$ cat config.mk
export PLATFORM = sky130hd
export DESIGN_NAME = pulse_gen_flat
export DESIGN_NICKNAME = d
export VERILOG_FILES = /design/src/rtl/pulse_gen_if.sv /design/src/rtl/pulse_gen.sv /design/src/flat_wrapper.sv
export SDC_FILE = /design/constraint.sdc
export NUM_CORES = 1
export LEC_CHECK = 0
export ABC_AREA = 1
export CAP_MARGIN = 5
export CORE_MARGIN = 5
export CORE_UTILIZATION = 30
export DETAILED_ROUTE_END_ITERATION = 8
export GPL_ROUTABILITY_DRIVEN = 0
export SKIP_CTS_REPAIR_TIMING = 1
export SLEW_MARGIN = 5
export SYNTH_ARGS = -nofsm -noshare
export SYNTH_HDL_FRONTEND = slang
export SYNTH_SLANG_ARGS = --single-unit
$ cat constraint.sdc
create_clock -name clk -period 8.58 [get_ports clk]
set_input_delay 1.716 -clock clk [delete_from_list [all_inputs] [get_ports clk]]
set_output_delay 1.716 -clock clk [all_outputs]
set_load 0.005 [all_outputs]
$ cat src/rtl/pulse_gen_if.sv
// Control/status bundle for pulse_gen: run control and programming inputs,
// strobe and status outputs.
interface pulse_gen_if #(
    parameter int unsigned CNT_W = 30
);
    logic             en;
    logic             mode;
    logic             start;
    logic             load;
    logic [CNT_W-1:0] period_in;
    logic [CNT_W-1:0] width_in;
    logic             pulse;
    logic             tick;
    logic             busy;

    modport master (
        output en, mode, start, load, period_in, width_in,
        input  pulse, tick, busy
    );

    modport slave (
        input  en, mode, start, load, period_in, width_in,
        output pulse, tick, busy
    );
endinterface

$ cat src/rtl/pulse_gen.sv
// Periodic/one-shot strobe generator with shadowed period/width programming.
// Optional clock prescaler enabled by defining PULSE_GEN_PRESCALE_EN.
module pulse_gen #(
    parameter int unsigned CNT_W      = 30,
    parameter int unsigned DEF_PERIOD = 62500,
    parameter int unsigned DEF_WIDTH  = 3
`ifdef PULSE_GEN_PRESCALE_EN
    ,
    parameter int unsigned PRESC      = 1
`endif
) (
    input logic        clk,
    input logic        rst_n,
    pulse_gen_if.slave bus
);
    typedef enum logic {IDLE, RUN} state_t;

    localparam logic [CNT_W-1:0] ONE   = CNT_W'(1);
    localparam logic [CNT_W-1:0] TWO   = CNT_W'(2);
    localparam logic [CNT_W-1:0] DEF_P = CNT_W'(DEF_PERIOD);
    localparam logic [CNT_W-1:0] DEF_W = CNT_W'(DEF_WIDTH);

    function automatic logic [CNT_W-1:0] eff_p(input logic [CNT_W-1:0] p);
        return (p < TWO) ? TWO : p;
    endfunction

    function automatic logic [CNT_W-1:0] eff_w(input logic [CNT_W-1:0] p,
                                               input logic [CNT_W-1:0] w);
        logic [CNT_W-1:0] pm1;
        pm1 = eff_p(p) - ONE;
        return (w > pm1) ? pm1 : w;
    endfunction

    state_t           state;
    logic [CNT_W-1:0] sh_p, sh_w;
    logic [CNT_W-1:0] act_p, act_w;
    logic [CNT_W-1:0] cnt;
    logic             pulse_r, tick_r, busy_r;

    logic [CNT_W-1:0] nxt_p, nxt_w;
    logic [CNT_W-1:0] idle_p, idle_w, wrap_p, wrap_w;
    logic [CNT_W-1:0] thr;
    logic             cmp, wrap, adv;

`ifdef PULSE_GEN_PRESCALE_EN
    localparam int unsigned      PS_W    = (PRESC > 1) ? $clog2(PRESC) : 1;
    localparam logic [PS_W-1:0]  PS_LAST = PS_W'(PRESC - 1);
    localparam logic [PS_W-1:0]  PS_ONE  = PS_W'(1);

    logic [PS_W-1:0] ps;

    assign adv = (ps == PS_LAST);

    always_ff @(posedge clk) begin
        if (!rst_n || !bus.en || state != RUN) begin
            ps <= '0;
        end else if (adv) begin
            ps <= '0;
        end else begin
            ps <= ps + PS_ONE;
        end
    end
`else
    assign adv = 1'b1;
`endif

    // While idle the active set follows the shadow's next value, so a load
    // coinciding with start/en is already in force for that run.
    always_comb begin
        nxt_p  = bus.load ? bus.period_in : sh_p;
        nxt_w  = bus.load ? bus.width_in  : sh_w;
        idle_p = eff_p(nxt_p);
        idle_w = eff_w(nxt_p, nxt_w);
        wrap_p = eff_p(sh_p);
        wrap_w = eff_w(sh_p, sh_w);
        thr    = act_p - act_w;
        cmp    = (cnt >= thr);
        wrap   = adv && (cnt == act_p - ONE);
    end

    always_ff @(posedge clk) begin
        if (!rst_n) begin
            state   <= IDLE;
            sh_p    <= DEF_P;
            sh_w    <= DEF_W;
            act_p   <= eff_p(DEF_P);
            act_w   <= eff_w(DEF_P, DEF_W);
            cnt     <= '0;
            pulse_r <= 1'b0;
            tick_r  <= 1'b0;
            busy_r  <= 1'b0;
        end else begin
            if (bus.load) begin
                sh_p <= bus.period_in;
                sh_w <= bus.width_in;
            end
            if (!bus.en || state == IDLE) begin
                act_p   <= idle_p;
                act_w   <= idle_w;
                cnt     <= '0;
                pulse_r <= 1'b0;
                tick_r  <= 1'b0;
                if (bus.en && (!bus.mode || bus.start)) begin
                    state  <= RUN;
                    busy_r <= 1'b1;
                end else begin
                    state  <= IDLE;
                    busy_r <= 1'b0;
                end
            end else begin
                pulse_r <= cmp;
                tick_r  <= cmp && !pulse_r;
                // Mode is sampled at the wrap: one-shot ends the run here and
                // the trailing pulse cycle is cleared by the idle branch.
                if (wrap) begin
                    cnt   <= '0;
                    act_p <= wrap_p;
                    act_w <= wrap_w;
                    if (bus.mode) begin
                        state  <= IDLE;
                        busy_r <= 1'b0;
                    end
                end else if (adv) begin
                    cnt <= cnt + ONE;
                end
            end
        end
    end

    assign bus.pulse = pulse_r;
    assign bus.tick  = tick_r;
    assign bus.busy  = busy_r;
endmodule

$ cat src/flat_wrapper.sv
// flat-port wrapper written by rule: the top's interface ports become plain ports
module pulse_gen_flat 
#(
    parameter int unsigned CNT_W      = 30,
    parameter int unsigned DEF_PERIOD = 62500,
    parameter int unsigned DEF_WIDTH  = 3

)
  (clk, rst_n, bus_en, bus_mode, bus_start, bus_load, bus_period_in, bus_width_in, bus_pulse, bus_tick, bus_busy);
  pulse_gen_if #(.CNT_W(CNT_W)) bus_i ();
  input logic clk;
  input logic rst_n;
  input wire logic [$bits(bus_i.en)-1:0] bus_en;
  input wire logic [$bits(bus_i.mode)-1:0] bus_mode;
  input wire logic [$bits(bus_i.start)-1:0] bus_start;
  input wire logic [$bits(bus_i.load)-1:0] bus_load;
  input wire logic [$bits(bus_i.period_in)-1:0] bus_period_in;
  input wire logic [$bits(bus_i.width_in)-1:0] bus_width_in;
  output wire logic [$bits(bus_i.pulse)-1:0] bus_pulse;
  output wire logic [$bits(bus_i.tick)-1:0] bus_tick;
  output wire logic [$bits(bus_i.busy)-1:0] bus_busy;
  assign bus_i.en = bus_en;
  assign bus_i.mode = bus_mode;
  assign bus_i.start = bus_start;
  assign bus_i.load = bus_load;
  assign bus_i.period_in = bus_period_in;
  assign bus_i.width_in = bus_width_in;
  assign bus_pulse = bus_i.pulse;
  assign bus_tick = bus_i.tick;
  assign bus_busy = bus_i.busy;
  pulse_gen #(.CNT_W(CNT_W), .DEF_PERIOD(DEF_PERIOD), .DEF_WIDTH(DEF_WIDTH)) u_core (.clk(clk), .rst_n(rst_n), .bus(bus_i));
endmodule
=== Word-level counts from Yosys, hierarchy flattened ===
Cells that the tools add are included.

* $add $sub $neg: 5
* Bitwise operators: 2
* Equality and inequality tests: 1
* Order comparisons: 5
* Reduce and logical (&&, ||, !) cells: 12
* Mux-type cells: 14

{| class="wikitable"
|+ Operator list
! cell !! number
|-
| $mux W30 || 10
|-
| $sub A30 B1 Y30 const B || 3
|-
| $gt A30 B30 Y1 || 2
|-
| $lt A30 B2 Y1 const B || 2
|-
| $add A30 B1 Y30 const B || 1
|-
| $eq A30 B30 Y1 || 1
|-
| $ge A30 B30 Y1 || 1
|-
| $sub A30 B30 Y30 || 1
|-
| $mux W1 || 4
|-
| $reduce_bool A2 Y1 || 2
|-
| $logic_not A1 Y1 || 3
|-
| $reduce_or A3 Y1 || 1
|-
| $logic_and A1 B1 Y1 || 2
|-
| $logic_or A1 B1 Y1 || 2
|-
| $not A1 Y1 || 2
|-
| $reduce_and A2 Y1 || 1
|-
| $reduce_or A2 Y1 || 1
|}

* Word-level logic and storage cells: 47
* Bits in registers: 153
* Input bits: 66
* Output and inout port bits: 3

=== Logic depth before layout (Yosys ltp) ===
* Depth in word-level cells: 7
* Depth in mapped cells: 35
* Gate-level depth less buffers: 32

=== Worst setup path before layout ===
OpenSTA, ideal clock, no wires.

* Kind: input to register
* From: input bus_load
* To: register u_core.act_w[25]
* Path slack: 3.123 ns
* Arrival time: 5.345 ns
* Required time: 8.468 ns
* Setup time: 0.112 ns
* Cell stages on the path: 35
* Buffers on the path: 3
* Cell sequence: buf_6 > inv_4 > buf_6 > nand2_1 > nand2_1 > nand2_1 > nor2_1 > nand2_1 > nor2_1 > nand2_2 > inv_1 > nor2_1 > inv_1 > ha_1 > inv_1 > nor2_2 > nand4_1 > nor2_1 > nand2_1 > xor2_1 > ha_1 > nand2_1 > nor2_1 > nand4_1 > inv_1 > nand3_1 > nand2_1 > nand2_1 > clkinv_1 > clkbuf_1 > nand3_1 > nand2_1 > nand2_1 > nand2_1 > nand2_1

* Word-level cells in the longest chain between the ends: 7
* Elaborated cells between the ends (all ways): 8
* Those cells by class: add/sub: 1; order compare: 2; mux: 5

{| class="wikitable"
|+ Ends and longest elaborated chain
! item !! line !! text
|-
| start: declaration || flat_wrapper.sv:16 || <nowiki>input wire logic [$bits(bus_i.load)-1:0] bus_load;</nowiki>
|-
| $mux W30 || n/a ||
|-
| $lt A30 B2 Y1 || pulse_gen.sv:24 || <nowiki>return (p < TWO) ? TWO : p;</nowiki>
|-
| $mux W30 || pulse_gen.sv:24 ||
|-
| $sub A30 B1 Y30 || pulse_gen.sv:30 || <nowiki>pm1 = eff_p(p) - ONE;</nowiki>
|-
| $gt A30 B30 Y1 || pulse_gen.sv:31 || <nowiki>return (w > pm1) ? pm1 : w;</nowiki>
|-
| $mux W30 * || pulse_gen.sv:31 ||
|-
| $mux W30 * || pulse_gen.sv:97 || <nowiki>if (!bus.en || state == IDLE) begin</nowiki>
|-
| end signal: assignment || pulse_gen.sv:87 || <nowiki>act_w <= eff_w(DEF_P, DEF_W);</nowiki>
|-
| end signal: assignment || pulse_gen.sv:99 || <nowiki>act_w <= idle_w;</nowiki>
|-
| end signal: assignment || pulse_gen.sv:118 || <nowiki>act_w <= wrap_w;</nowiki>
|-
| end: declaration || pulse_gen.sv:36 || <nowiki>logic [CNT_W-1:0] act_p, act_w;</nowiki>
|}

Every way passes the cells marked *; elsewhere a longest branch is shown, timed or not.
A chain may end at the register's enable or synchronous reset.

=== Final worst setup path ===
* From: input bus_load
* To: register u_core.act_w[9]

Same word-level chain as after synthesis.

==> flow_metrics.py <==
metrics = {
    "min_path": {
        "min_from": "u_core.bus.pulse",
        "min_path_cells": 1,
        "min_path_type": "reg2reg",
    },
    "die": {
        "std_cell_rows": 78,
        "die_area_um2": 49690,
        "die_y_um": 222.9,
        "start_util_pct": 30.16,
        "ios": 69,
        "die_w_um": 222.9,
        "fp.coreArea_um2": 45090,
    },
    "critical_path": {
        "r2r-start": "u_core.sh_p[22]",
        "cp.required_ns": 8.98,
        "arrival_ns": 7.26,
        "reg2reg_to": "u_core.act_w[2]",
        "r2r_slack_ns": 3.16,
        "worstSetupEndpoint": "u_core.act_w[9]",
        "crit_path_end_kind": "flip-flop",
        "r2r_cells": 31,
        "critical_path.slowest_cell": "clkinv_1",
        "start_kind": "primary input",
        "cpPeakStageDelay_ns": 0.62,
        "path_common_cell": "nand2_1",
        "critPathKind": "in2reg",
        "cp-startpoint": "bus_load",
        "path_max_fanout": 51,
    },
    "power": {
        "p_leak_uw": 0.007157,
        "p_switching_uw": 1032,
        "power_uw": 2532,
        "switching_share_pct": 40.75,
        "p_comb_share_pct": 37.2,
        "power_frac_clock_pct": 30.2,
        "p_seq_share_pct": 32.5,
        "power_density_nw_per_um2": 164.5,
        "ir_drop_uv": 155.7,
        "internal_power_uw": 1500,
    },
    "layout": {
        "regArea_um2": 3063,
        "stdcell_count": 2872,
        "drive_above_1_share_pct": 5.106,
        "final_common_cell": "nand2_1",
        "fin_nets": 2449,
        "final_util_pct": 34.14,
        "num-fill-cells": 4952,
        "multiInputGateArea_um2": 9254,
        "n_antenna_cell": 0,
        "final_cell_mix": "nand2_1, inv_1, nor2_1, dfxtp_1, a21oi_1",
        "area.growth.synth_to_final_pct": 13.16,
    },
    "sta": {
        "final_period_minus_worst_setup_slack_ns": 6.862,
        "fmax_mhz": 145.7,
        "fin_crit_sh_pct": 79.98,
        "relSlewSlack_pct": 31.56,
        "hold_violations": 0,
        "rsz0062_at_grt": "no",
        "fin_skew_ns": 0.01522,
        "postLayoutSetupSlackWorst_ns": 1.718,
        "final-setup-viol-count": 0,
        "max_slew.worst_pin.slew_ns": 1.027,
        "fin_setup_tns_ns": 0,
        "drv_slew": 0,
    },
    "synth": {
        "yosysWarnings": 0,
        "synth_cell_types": 46,
        "syn_area_per_cell_um2": 6.132,
        "synth_cells": 2218,
        "syn-cell-area_um2": 13600,
        "synth-seq-area-share_pct": 22.52,
        "synth_fp_nets": 2408,
        "synth_seq_cells": 153,
    },
    "run_status": {
        "status": "completed",
    },
    "clock_network": {
        "ctsRootBufferMaster": "clkbuf_16",
        "clock_path_buffers": 2,
        "cts_tree": "yes",
        "cts_sinks": 153,
        "clk_latency_ns": 0.45,
        "numCtsBuffers": 17,
        "clk_pin_slew_ns": 0.08,
        "ctsHtreeMaxLevel": 4,
    },
    "routing": {
        "drt_iter0_markers": 968,
        "antenna_left": 0,
        "drc": 0,
        "vias": 14100,
        "wl_per_cell_um": 15.53,
        "vias_per_cell": 4.908,
        "finalWirelength_um": 44590,
        "drt_pre_antenna_iters": 8,
    },
    "placed_design": {
        "place_ws_ns": 1.379,
        "dpl.hpwl_um": 35190,
        "dp.cells": 2840,
        "portBuffers": 68,
    },
    "grt": {
        "antenna_found_initial": 1,
        "track_usage_pct": 17.62,
        "grt_pass1_wl_um": 70950,
        "grt_max_degree": 100,
        "grt-ovfl-total": 0,
        "first_global_vias": 13650,
    },
    "flow_run": {
        "cap_violations": 0,
    },
}
[cells by family (layout without fill, tap and decap cells)]
family	count (synthesis)	count (layout)	synth area share (%)
and+or+nand+nor	1207	1207	37.14
adders and majority gates	124	124	11.46
xor gates and xnor gates	126	126	8.114
DFF	153	153	22.52
AOI/OAI and AO/OA	290	290	11.32
buffers and inverters	318	372	9.439
[Yosys cell counts (all sizes together)]
cell type    n  area [µm²]
nor2       263        1040
o221ai       2       17.52
nor3        33       170.2
nand3       99       505.5
nor3b        4       30.03
a21o         4       30.03
clkbuf      32       120.1
nor4        12       75.07
clkinv       3       11.26
dfxtp      153        3063
o21a         3       22.52
or2         37       231.5
xor2        90       788.3
a31oi        2       12.51
inv        255       959.7
and3         3       18.77
o2111ai      1       8.760
a221o        1       10.01
o21bai       6       45.04
nand2      706        2658
a21oi      130       661.9
xnor2       36       315.3
o21ai      132       664.4
ha         123        1539
buf         28       192.7
fa           1       20.02
and2        12       75.07
o211ai       8       60.06
nand3b       3       22.52
a21boi       1       7.510
nand4       35       225.2
[per-layer routing]
layer	up-vias	wire length [µm]	track usage [%]
li1	7164	-	-
met1	6330	20070	23.92
met3	96	2945	2.434
met5	-	0	0
met2	505	19750	28.29
met4	0	1831	7.055
[worst min path at each step]
stage                     slack [ns]         endpoint
after floorplan                 0.41  u_core.bus.tick
after global placement          0.40  u_core.bus.tick
after detailed placement        0.41  u_core.bus.tick
after CTS                       0.42  u_core.bus.tick
after global routing            0.42  u_core.bus.tick
final                           0.41  u_core.bus.tick
[power groups by stage]
stage	Sequential [µW]	Combinational (µW)	Clock [µW]
floorplan	817	694	0
global placement	837	908	0
detailed placement	839	925	0
CTS	823	931	776
global route	832	1070	810
finish	824	942	766
[through the flow]
stage / hold slack [ns] / cell area (µm²)
after floorplan: 0.4138 / 13600
after global placement: 0.4002 / 14820
after detailed placement: 0.4067 / 14820
after CTS: 0.4169 / 15390
after global routing: 0.4226 / 15390
final: 0.4124 / 15390
[worst max-delay path: cells and delay by family]
family	cells	cell delay, ns
AO/OA/AOI/OAI	1	0.15
XOR/XNOR	1	0.23
adder cells (fa/ha/maj)	2	0.43
buffers and inverters	7	1.80
AND/OR/NAND/NOR	22	2.88
[state kept, by name, summed over array words and instances (netlist names)]
signal / count
u_core.cnt: 30
u_core.act_w: 30
u_core.bus.tick: 1
u_core.sh_p: 30
u_core.bus.pulse: 1
u_core.bus.busy: 1
u_core.sh_w: 30
u_core.act_p: 30
[area by class of cell]
| type | count | share of cell area (%) |
|---|---|---|
| clock buffers | 18 | 2.788 |
| multi-input cells | 1747 | 60.13 |
| clock inverters | 14 | 0.9268 |
| flip-flops and latches | 153 | 19.90 |
| inverters | 258 | 6.308 |
| well taps | 600 | 4.878 |
| repair buffers | 82 | 5.073 |
Power figures use the tool's default switching activity.
==> edit: new RTL, config.mk and constraints unchanged <==
`CNT_W` is set to 30 in 3 places; all go to 26.
--- a/src/rtl/pulse_gen_if.sv
+++ b/src/rtl/pulse_gen_if.sv
@@ -2,5 +2,5 @@
 // strobe and status outputs.
 interface pulse_gen_if #(
-    parameter int unsigned CNT_W = 30
+    parameter int unsigned CNT_W = 26
 );
     logic             en;
--- a/src/rtl/pulse_gen.sv
+++ b/src/rtl/pulse_gen.sv
@@ -2,5 +2,5 @@
 // Optional clock prescaler enabled by defining PULSE_GEN_PRESCALE_EN.
 module pulse_gen #(
-    parameter int unsigned CNT_W      = 30,
+    parameter int unsigned CNT_W      = 26,
     parameter int unsigned DEF_PERIOD = 62500,
     parameter int unsigned DEF_WIDTH  = 3
--- a/src/flat_wrapper.sv
+++ b/src/flat_wrapper.sv
@@ -2,5 +2,5 @@
 module pulse_gen_flat 
 #(
-    parameter int unsigned CNT_W      = 30,
+    parameter int unsigned CNT_W      = 26,
     parameter int unsigned DEF_PERIOD = 62500,
     parameter int unsigned DEF_WIDTH  = 3
Interface: changed (resized bus_period_in and bus_width_in); port bits go from 69 to 61. No check against the original RTL was run, so the function may have changed too.
==> edit against the unedited design <==
Utilization rose by 0.59 points. Sequential power fell by 14%. Sequential share of layout area fell by 0.11 points. Register-to-register slack got worse by 0.07 ns. First-iteration DRC count rose by 13%. Total power fell by 8.8%. Worst setup slack improved by 0.24 ns. Sequential cell count fell by 20. Global-route usage rose by 0.30 points. Routed wire length fell by 11%. Area after synthesis fell by 13%. Final area fell by 13%. Largest power group unchanged.
==> edit: results (changes against the unedited design) <==
| Metric | Value |
|---|---|
| Status | `completed` |
| Synth cell types | `42 (-8.7%)` |
| Max_slew headroom | `0.4482 (+0.1325)` |
| Hold Path Cell Cnt | `1 (unchanged)` |
| Static Leakage | `6.250 nW (-13%)` |
| WP data arrival | `6.96 ns (-0.30 ns)` |
| Min-delay src | `u_core.bus.pulse` |
| Worst Skew | `0.02181 ns (+0.006589 ns)` |
| Cts bufs inserted | `17 (unchanged)` |
| Slowest stage delay, CP | `0.59 ns (-0.03 ns)` |
| Layout Nets | `2130 (-13%)` |
| GRT Util Overall | `0.1791 (+0.002995)` |
| Layout cells sized above 1 | `0.04856 (-0.002498)` |
| Synth area leaders | `dfxtp_1 23%, nand2_1 17%, ha_1 11%` |
| R2R Path End | `u_core.act_w[17]` |
| HPWL Detailed | `30600 um (-13%)` |
| H-Tree Depth | `4 (unchanged)` |
| Clock Latency Late Sink | `0.45 ns (about the same)` |
| Port bufs | `60 (-12%)` |
| Worst Hold End | `u_core.bus.tick` |
| Main synth FF type | `dfxtp_1` |
| Largest net degree at the start of global routing | `61 (-39%)` |
| Initial antenna violation count | `0 (-1)` |
| FF-to-FF path depth | `24 (-23%)` |
| Fraction of registers with async set or reset after synthesis | `0 (unchanged)` |
| Post-Route WL | `39600 um (-11%)` |
| Worst VDD drop | `0.1497 mV (-3.8%)` |
| Drt pass-1 iters | `5 (-3)` |
| Antenna diodes | `0 (unchanged)` |
| CTS root buf | `clkbuf_16` |
| Vias | `12430 (-12%)` |
| Slowest stage cell, crit path | `inv_2` |
| Synth top cells by count | `521 x nand2_1, 275 x nor2_1, 226 x inv_1` |
| Worst hold path class | `flop to flop` |
| Maximum clock path buffer count | `2 (unchanged)` |
| Worst-path clk slew | `0.06 ns (-0.02 ns)` |
| R2r setup slk | `3.09 ns (-0.07 ns)` |
| Reg-to-Reg Start | `u_core.sh_p[10]` |
| Synth warn | `0 (unchanged)` |
| Iter 0 DRT Violations | `1089 (+13%)` |
| First-pass GRT wire length | `62620 um (-12%)` |
| Register area share after synthesis | `0.2260 (+0.0007433)` |
| Smallest hold slack | `0.4221 ns (+0.009725 ns)` |
| CP max FO | `44 (-14%)` |
edit: cell count changes after synthesis, sizes merged, moves of 7 or more:
cell	before	now
ha	123	107
inv	255	229
nor2	263	287
xnor2	36	29
dfxtp	153	133
nand2	706	525
xor2	90	57
and2	12	5
a21oi	130	115
edit: power breakdown:
group          internal [mW]  leakage, nW  switching [mW]  total, mW
Clock                  0.461        0.288           0.334      0.794
Combinational          0.291         4.86           0.516      0.807
Sequential             0.664         1.10          0.0447      0.708
Total                   1.42         6.25           0.894       2.31
edit: worst max-delay path by stage:
stage / endpoint / from / cells past startpoint / slack, ns
finish: u_core.act_w[13] / bus_load / 27 / 1.96
floorplan: u_core.act_w[9] / bus_load / 33 / 3.02
global placement: u_core.act_w[20] / bus_load / 28 / 1.90
CTS: u_core.act_w[13] / bus_load / 27 / 2.08
detailed placement: u_core.act_w[1] / bus_load / 28 / 1.70
global route: u_core.act_w[20] / bus_load / 28 / 1.48
edit: final cells by class:
type,instances,area [sq um]
tap,518,648.1
inverter,231,867.1
fill,4278,25290
clock buffer,18,429.2
clock inverter,14,175.2
sequential,133,2663
timing repair buffer,70,670.6
multi-input combinational,1511,7999
edit: kinds of logic (layout without fill, tap and decap cells):
group | count (synthesis) | in the layout | synth area share
adder cells (fa/ha/maj) | 108 | 108 | 0.1153
flip-flops | 133 | 133 | 0.2260
AO/OA/AOI/OAI | 276 | 276 | 0.1252
AND/OR/NAND/NOR | 1041 | 1041 | 0.3744
XOR/XNOR | 86 | 86 | 0.06392
buffers and inverters | 283 | 333 | 0.09524
edit: worst max-delay path: cells and delay by family:
| kind | cells | cell delay, ns |
|---|---|---|
| and+or+nand+nor | 21 | 3.30 |
| adders and majority gates | 2 | 0.55 |
| xor gates and xnor gates | 1 | 0.21 |
| buffers and inverters | 3 | 1.16 |
edit: per-layer routing:
metal,vias up,part of all wire,GRT usage
li1,6277,-,-
met1,5656,0.46,0.2444
met2,427,0.44,0.2922
met3,65,0.073,0.03238
met4,0,0.024,0.04870
met5,-,0,0
edit: metrics by stage:
stage                     power [mW]    util  setup WS [ns]  cell area [sq um]  std cells
final                          2.310  0.3473          1.962              13450       2495
after global routing           2.464  0.3473          1.481              13450       2495
after CTS                      2.313  0.3473          2.080              13450       2495
after detailed placement       1.513  0.3317          1.698              12850       2463
after global placement         1.498  0.3317          1.896              12850       2463
after floorplan                1.297       -          3.019              11780       1927
